## src/rtl/hazard_scoreboard_if.sv

```systemverilog
// Signal bundle between the ID/EX pipeline control and the load-use hazard scoreboard.
// The master side drives pipeline status; the slave side (the scoreboard) returns stall controls.
interface hazard_scoreboard_if #(
    parameter int ADDR_W = 5,
    parameter int CNT_W  = 16
);
    logic [ADDR_W-1:0] RS1addr_i;
    logic [ADDR_W-1:0] RS2addr_i;
    logic              RS1use_i;
    logic              RS2use_i;
    logic              MemRead_i;
    logic [ADDR_W-1:0] RDaddr_i;
    logic              EXvalid_i;
    logic              MemStall_i;
    logic              Flush_i;
    logic              PCWrite_o;
    logic              Stall_o;
    logic              NoOp_o;
    logic              Overflow_o;
    logic [CNT_W-1:0]  StallCnt_o;

    modport master (
        output RS1addr_i, RS2addr_i, RS1use_i, RS2use_i, MemRead_i, RDaddr_i,
               EXvalid_i, MemStall_i, Flush_i,
        input  PCWrite_o, Stall_o, NoOp_o, Overflow_o, StallCnt_o
    );

    modport slave (
        input  RS1addr_i, RS2addr_i, RS1use_i, RS2use_i, MemRead_i, RDaddr_i,
               EXvalid_i, MemStall_i, Flush_i,
        output PCWrite_o, Stall_o, NoOp_o, Overflow_o, StallCnt_o
    );
endinterface

```

## src/rtl/hazard_scoreboard.sv

```systemverilog
// Multi-cycle load-use hazard detector: tracks in-flight loads in a small countdown
// scoreboard and stalls the ID stage while any source register is still pending.
module hazard_scoreboard #(
    parameter int ADDR_W   = 5,
    parameter int LOAD_LAT = 3,
    parameter int DEPTH    = 4,
    parameter int CNT_W    = 16
) (
    input logic                clk_i,
    input logic                rst_i,
    hazard_scoreboard_if.slave bus
);
    localparam logic [3:0]       INIT_CNT = 4'(LOAD_LAT - 1);
    localparam logic [CNT_W-1:0] CNT_ONE  = {{(CNT_W-1){1'b0}}, 1'b1};

    logic             load_in_ex;
    logic             alloc_req;
    logic             alloc_ok;
    logic [DEPTH-1:0] alloc_sel;
    logic [DEPTH-1:0] entry_valid;
    logic [DEPTH-1:0] rs1_sb_hit;
    logic [DEPTH-1:0] rs2_sb_hit;
    logic             rs1_match;
    logic             rs2_match;
    logic             hazard;
    logic             overflow_q;
    logic             overflow_d;
    logic [CNT_W-1:0] stall_cnt_q;
    logic [CNT_W-1:0] stall_cnt_d;

    assign load_in_ex = bus.EXvalid_i & bus.MemRead_i;
    assign alloc_req  = (LOAD_LAT > 1) && load_in_ex && (bus.RDaddr_i != '0) && !bus.MemStall_i;

    // Lowest free entry wins; occupancy is taken before this cycle's frees.
    always_comb begin
        alloc_sel = '0;
        alloc_ok  = 1'b0;
        for (int i = 0; i < DEPTH; i++) begin
            if (alloc_req && !alloc_ok && !entry_valid[i]) begin
                alloc_sel[i] = 1'b1;
                alloc_ok     = 1'b1;
            end
        end
    end

    for (genvar gi = 0; gi < DEPTH; gi++) begin : g_entry
        logic              valid_q;
        logic              valid_d;
        logic [ADDR_W-1:0] rd_q;
        logic [ADDR_W-1:0] rd_d;
        logic [3:0]        cnt_q;
        logic [3:0]        cnt_d;

        always_comb begin
            valid_d = valid_q;
            rd_d    = rd_q;
            cnt_d   = cnt_q;
            if (!bus.MemStall_i) begin
                if (valid_q) begin
                    cnt_d = cnt_q - 4'd1;
                    if (cnt_q <= 4'd1) begin
                        valid_d = 1'b0;
                    end
                end
                if (alloc_sel[gi]) begin
                    valid_d = 1'b1;
                    rd_d    = bus.RDaddr_i;
                    cnt_d   = INIT_CNT;
                end
            end
        end

        always_ff @(posedge clk_i) begin
            if (!rst_i) begin
                valid_q <= 1'b0;
                rd_q    <= '0;
                cnt_q   <= 4'd0;
            end else begin
                valid_q <= valid_d;
                rd_q    <= rd_d;
                cnt_q   <= cnt_d;
            end
        end

        assign entry_valid[gi] = valid_q;
        assign rs1_sb_hit[gi]  = valid_q && (rd_q == bus.RS1addr_i);
        assign rs2_sb_hit[gi]  = valid_q && (rd_q == bus.RS2addr_i);
    end

    // While reset is held the scoreboard is treated as empty; only the EX load can stall.
    assign rs1_match = bus.RS1use_i && (bus.RS1addr_i != '0) &&
                       ((load_in_ex && (bus.RDaddr_i == bus.RS1addr_i)) || (rst_i && (|rs1_sb_hit)));
    assign rs2_match = bus.RS2use_i && (bus.RS2addr_i != '0) &&
                       ((load_in_ex && (bus.RDaddr_i == bus.RS2addr_i)) || (rst_i && (|rs2_sb_hit)));
    assign hazard    = (rs1_match || rs2_match) && !bus.Flush_i;

    always_comb begin
        overflow_d  = overflow_q | (alloc_req & ~alloc_ok);
        stall_cnt_d = stall_cnt_q;
        if (hazard && !bus.MemStall_i && (stall_cnt_q != '1)) begin
            stall_cnt_d = stall_cnt_q + CNT_ONE;
        end
    end

    always_ff @(posedge clk_i) begin
        if (!rst_i) begin
            overflow_q  <= 1'b0;
            stall_cnt_q <= '0;
        end else begin
            overflow_q  <= overflow_d;
            stall_cnt_q <= stall_cnt_d;
        end
    end

    assign bus.PCWrite_o  = ~hazard;
    assign bus.Stall_o    = hazard;
    assign bus.NoOp_o     = hazard;
    assign bus.Overflow_o = overflow_q;
    assign bus.StallCnt_o = stall_cnt_q;
endmodule

```

## src/flat_wrapper.sv

```systemverilog
// flat-port wrapper written by rule: the top's interface ports become plain ports
module hazard_scoreboard_flat 
#(
    parameter int ADDR_W   = 5,
    parameter int LOAD_LAT = 3,
    parameter int DEPTH    = 4,
    parameter int CNT_W    = 16
)
  (clk_i, rst_i, bus_RS1addr_i, bus_RS2addr_i, bus_RS1use_i, bus_RS2use_i, bus_MemRead_i, bus_RDaddr_i, bus_EXvalid_i, bus_MemStall_i, bus_Flush_i, bus_PCWrite_o, bus_Stall_o, bus_NoOp_o, bus_Overflow_o, bus_StallCnt_o);
  hazard_scoreboard_if #(.ADDR_W(ADDR_W), .CNT_W(CNT_W)) bus_i ();
  input logic clk_i;
  input logic rst_i;
  input wire logic [$bits(bus_i.RS1addr_i)-1:0] bus_RS1addr_i;
  input wire logic [$bits(bus_i.RS2addr_i)-1:0] bus_RS2addr_i;
  input wire logic [$bits(bus_i.RS1use_i)-1:0] bus_RS1use_i;
  input wire logic [$bits(bus_i.RS2use_i)-1:0] bus_RS2use_i;
  input wire logic [$bits(bus_i.MemRead_i)-1:0] bus_MemRead_i;
  input wire logic [$bits(bus_i.RDaddr_i)-1:0] bus_RDaddr_i;
  input wire logic [$bits(bus_i.EXvalid_i)-1:0] bus_EXvalid_i;
  input wire logic [$bits(bus_i.MemStall_i)-1:0] bus_MemStall_i;
  input wire logic [$bits(bus_i.Flush_i)-1:0] bus_Flush_i;
  output wire logic [$bits(bus_i.PCWrite_o)-1:0] bus_PCWrite_o;
  output wire logic [$bits(bus_i.Stall_o)-1:0] bus_Stall_o;
  output wire logic [$bits(bus_i.NoOp_o)-1:0] bus_NoOp_o;
  output wire logic [$bits(bus_i.Overflow_o)-1:0] bus_Overflow_o;
  output wire logic [$bits(bus_i.StallCnt_o)-1:0] bus_StallCnt_o;
  assign bus_i.RS1addr_i = bus_RS1addr_i;
  assign bus_i.RS2addr_i = bus_RS2addr_i;
  assign bus_i.RS1use_i = bus_RS1use_i;
  assign bus_i.RS2use_i = bus_RS2use_i;
  assign bus_i.MemRead_i = bus_MemRead_i;
  assign bus_i.RDaddr_i = bus_RDaddr_i;
  assign bus_i.EXvalid_i = bus_EXvalid_i;
  assign bus_i.MemStall_i = bus_MemStall_i;
  assign bus_i.Flush_i = bus_Flush_i;
  assign bus_PCWrite_o = bus_i.PCWrite_o;
  assign bus_Stall_o = bus_i.Stall_o;
  assign bus_NoOp_o = bus_i.NoOp_o;
  assign bus_Overflow_o = bus_i.Overflow_o;
  assign bus_StallCnt_o = bus_i.StallCnt_o;
  hazard_scoreboard #(.ADDR_W(ADDR_W), .LOAD_LAT(LOAD_LAT), .DEPTH(DEPTH), .CNT_W(CNT_W)) u_core (.clk_i(clk_i), .rst_i(rst_i), .bus(bus_i));
endmodule
```

## config.mk

```make
export PLATFORM = sky130hd
export DESIGN_NAME = hazard_scoreboard_flat
export DESIGN_NICKNAME = d
export VERILOG_FILES = /design/src/rtl/hazard_scoreboard_if.sv /design/src/rtl/hazard_scoreboard.sv /design/src/flat_wrapper.sv
export SDC_FILE = /design/constraint.sdc
export NUM_CORES = 1
export LEC_CHECK = 0
export BUFFER_PORTS_ARGS = -buffer_cell sky130_fd_sc_hd__buf_2
export CAP_MARGIN = 5
export CELL_PAD_IN_SITES_DETAIL_PLACEMENT = 1
export CELL_PAD_IN_SITES_GLOBAL_PLACEMENT = 2
export CORE_UTILIZATION = 25
export CTS_BUF_LIST = sky130_fd_sc_hd__clkbuf_8
export DETAILED_ROUTE_END_ITERATION = 8
export PLACE_DENSITY = 0.67
export SETUP_SLACK_MARGIN = 0.5
export SYNTH_ARGS = -nofsm -noshare
export SYNTH_HDL_FRONTEND = slang
export SYNTH_SLANG_ARGS = --single-unit
```

## constraint.sdc

```tcl
create_clock -name clk_i -period 2.2 [get_ports clk_i]
set_input_delay 0.22 -clock clk_i [delete_from_list [all_inputs] [get_ports clk_i]]
set_output_delay 0.22 -clock clk_i [all_outputs]
set_load 0.005 [all_outputs]
```

==> results.tsv <==
stage	metric	value	unit
sta	max-slew-margin-rel	72.2	%
final_layout	final_layout_size_suffix_gt1_share	30.8	%
synthesis	yosysWarnings	0	
floorplanning	die_h	116	um
global_routing	grt_max_degree	34	
clock_tree	root_buffer	clkbuf_8	
sta	rsz0062_at_grt	yes	
synthesis	ys.flop_type	dfxtp_1	
route	vias_per_cell	4.70	
clock_tree	cts_buffer_depth	2	
critical_path	path_class	flip-flop to output port	
clock_tree	cts_tree	yes	
power	powerDensity	567	mW/mm^2
clock_tree	cts_max_level	3	
clock_tree	clk_latency	360	ps
global_routing	grt_pass1_wl	16400	um
critical_path	endpoint_kind	output port	
place	io_buffers	42	
sta	hold_violations	0	
synthesis	ys_seq_elements	57	
worst_hold_path	holdPathStages	2	
clock_tree	cts.sinks	57	
global_routing	track_usage	16.4	%
clock_tree	cts.clk_slew.worst_paths	70	ps
floorplanning	start_util	25.7	%
run_status	status	complete, but fails checks	
global_routing	grt_pass1_vias	3249	
route	drtIter0Drc	106	
worst_hold_path	hp-start	rst_i	
clock_tree	hold_buffers	0	
power	p_leak	1.74	nW
sta	fin_skew	8.43	ps
final_layout	syn_to_final_growth	32.2	%
synthesis	synth-async-reset-ratio	0	%
synthesis	synth-seq-area-share	35.1	%
run	cap_violations	0	
sta	max_freq	422	MHz
final_layout	final_nets	510	
place	hpwlAfterDp	7550	um
floorplanning	die_area	0.0135	sq mm
critical_path	worstPathArrival	2150	ps
route	vias	3080	
sta	drv_slew	0	
critical_path	cp-start-kind	flip-flop	
run_status	failed_checks	negative setup slack	
synthesis	synth_cell_types	36	
sta	post-route-period-util	108	%
place	gp_congestion	0.832	
route	wl_per_cell	15.6	um
final_layout	stdcell_area	0.00430	sq mm
power	ir_drop	0.235	mV
synthesis	synth_edf_count	0	
final_layout	nFillCells	1550	
final_layout	multi_input_area	0.00201	sq mm
worst_hold_path	min_path_type	primary input to flip-flop	
place	place_area	0.00389	sq mm
critical_path	required	1980	ps
critical_path	timing.rr.start	u_core.g_entry[0].rd_q[1]$_SDFFE_PN0P_	
synthesis	synth_nets	433	
final_layout	seqCellArea	0.00115	sq mm
floorplanning	io-pin-count	43	
sta	finalWorstPathRequiredPeriod	2370	ps
synthesis	syn_inst	401	
sta	tightest_slew	416	ps
clock_tree	cts_made_buffers	9	
global_routing	grt_overflow_total	0	
final_layout	antennaDiodeCount	0	
sta	setup_viol	16	
floorplanning	rows	41	
synthesis	syn_area	0.00325	sq mm
route	wirelength	10200	um
global_routing	grt_antenna_before_repair	0	
route	antenna_left	0	
final_layout	fin_util	33.9	%
critical_path	startpoint	u_core.g_entry[0].rd_q[1]$_SDFFE_PN0P_	
floorplanning	core	0.0127	sq mm
floorplanning	fp.dieW	116	um
place	pre_cts_ws	-213	ps
route	drc	0	
critical_path	worst_r2r_path_depth	9	
route	firstDrtPassIters	4	
critical_path	cp_max_fo	3	
power	p_total	2.44	mW
sta	worst_slack	-172	ps
sta	hold_slack	146	ps
synthesis	synth_area_per_cell	8.11	sq um
==> cells in the mapped netlist (all sizes together), types with 2 or more instances <==
master / number / area share [%]
xnor2: 16 / 4.3
nor2: 47 / 5.4
ha: 9 / 3.5
or3: 14 / 2.7
inv: 14 / 1.6
mux2i: 18 / 5.5
o21ai: 25 / 3.8
nor4: 11 / 2.1
a21oi: 27 / 4.2
nor3: 12 / 1.8
dfxtp: 57 / 35
mux2: 2 / 0.69
xor2: 35 / 9.4
nand2: 15 / 1.7
or2: 4 / 0.77
a211oi: 3 / 0.69
clkbuf: 23 / 2.7
and3: 3 / 0.58
nor2b: 9 / 1.7
and2: 3 / 0.58
o21a: 2 / 0.46
o211ai: 2 / 0.46
buf: 8 / 1.8
a21o: 3 / 0.69
a22oi: 5 / 1.2
a221oi: 2 / 0.54
o31a: 2 / 0.54
nand3: 18 / 2.8
or4: 2 / 0.46
nand4: 6 / 1.2
==> state kept, by name, summed over array words and instances, names as in the netlist <==
name	flops
u_core.g_entry.valid_q	4
u_core.g_entry.rd_q	20
u_core.g_entry.cnt_q	16
u_core.bus.Overflow_o	1
u_core.bus.StallCnt_o	16
==> where the power goes <==
group	internal [mW]	switching, mW	total, mW
clock	0.695	0.463	1.16
sequential	1.04	0.00787	1.05
combinational	0.102	0.131	0.233
==> per-stage QoR <==
| step | TNS (ps) | std cells |
|---|---|---|
| floorplan | 0 | 401 |
| global placement | -1760 | 629 |
| detailed placement | -2550 | 629 |
| CTS | -2070 | 654 |
| global route | -4080 | 655 |
| finish | -1560 | 655 |
==> cells in the final DEF, fill, tap and decap left out, types with 6 or more instances in the layout <==
cell	instances
a21oi_1	22
buf_2	43
dfxtp_2	8
xor2_1	35
mux2i_1	18
nor3_1	11
xnor2_1	16
clkbuf_8	11
nor2b_1	8
nand3_1	16
o21ai_0	21
dfxtp_1	48
nand2_1	15
nor2_1	45
ha_1	9
inv_1	13
buf_4	50
or3_1	12
nand4_1	6
nor4_1	9
==> metal layers <==
layer / GRT usage, % / part of all wire, % / vias up / routed length, um
met5: 0 / 0 / - / 0
met4: 5.64 / 1.3 / 0 / 128
met3: 3.92 / 2.6 / 12 / 268
met2: 27.5 / 49 / 29 / 5050
met1: 20.4 / 47 / 1510 / 4780
li1: - / - / 1529 / -
==> final timing paths <==
check,endpoint,slack (ps)
max,bus_Stall_o,-170
min reg2reg,u_core.bus.StallCnt_o[5]$_SDFFE_PN0P_,510
min,u_core.bus.StallCnt_o[7]$_SDFFE_PN0P_,150
max reg2reg,u_core.bus.StallCnt_o[12]$_SDFFE_PN0P_,-150
==> kinds of logic after synthesis <==
| group | after synthesis | synth area share, % |
|---|---|---|
| fa+ha+maj | 9 | 3.46 |
| buf+inv | 45 | 6.04 |
| xor+xnor | 51 | 13.7 |
| mux | 20 | 6.23 |
| flops | 57 | 35.1 |
| simple gates | 144 | 21.9 |
| compound gates | 75 | 13.6 |
==> cell type report <==
type | count | area share, %
Multi-Input combinational cell | 299 | 46.8
Sequential cell | 57 | 26.9
Timing Repair Buffer | 97 | 14.8
Tap cell | 172 | 5.01
Clock buffer | 11 | 3.52
Clock inverter | 5 | 1.80
Inverter | 14 | 1.22
==> critical path, cell delays in order, from the launching register on <==
cell and delay [ps]:
dfxtp_2 340, xor2_1 170, nor4_2 280, nand3_1 130, a41oi_2 200, o211ai_1 120
and2_4 170, or2_4 240, inv_2 50, buf_2 100
==> what timing repair did <==
item | in CTS | in global routing
gates cloned | 2 | 0
endpoints found under the setup margin | 37 | 30
gates resized for setup | 25 | 10
setup buffers | 7 | 1
pin swaps | 22 | 0
(Power assumes the default switching activity.)
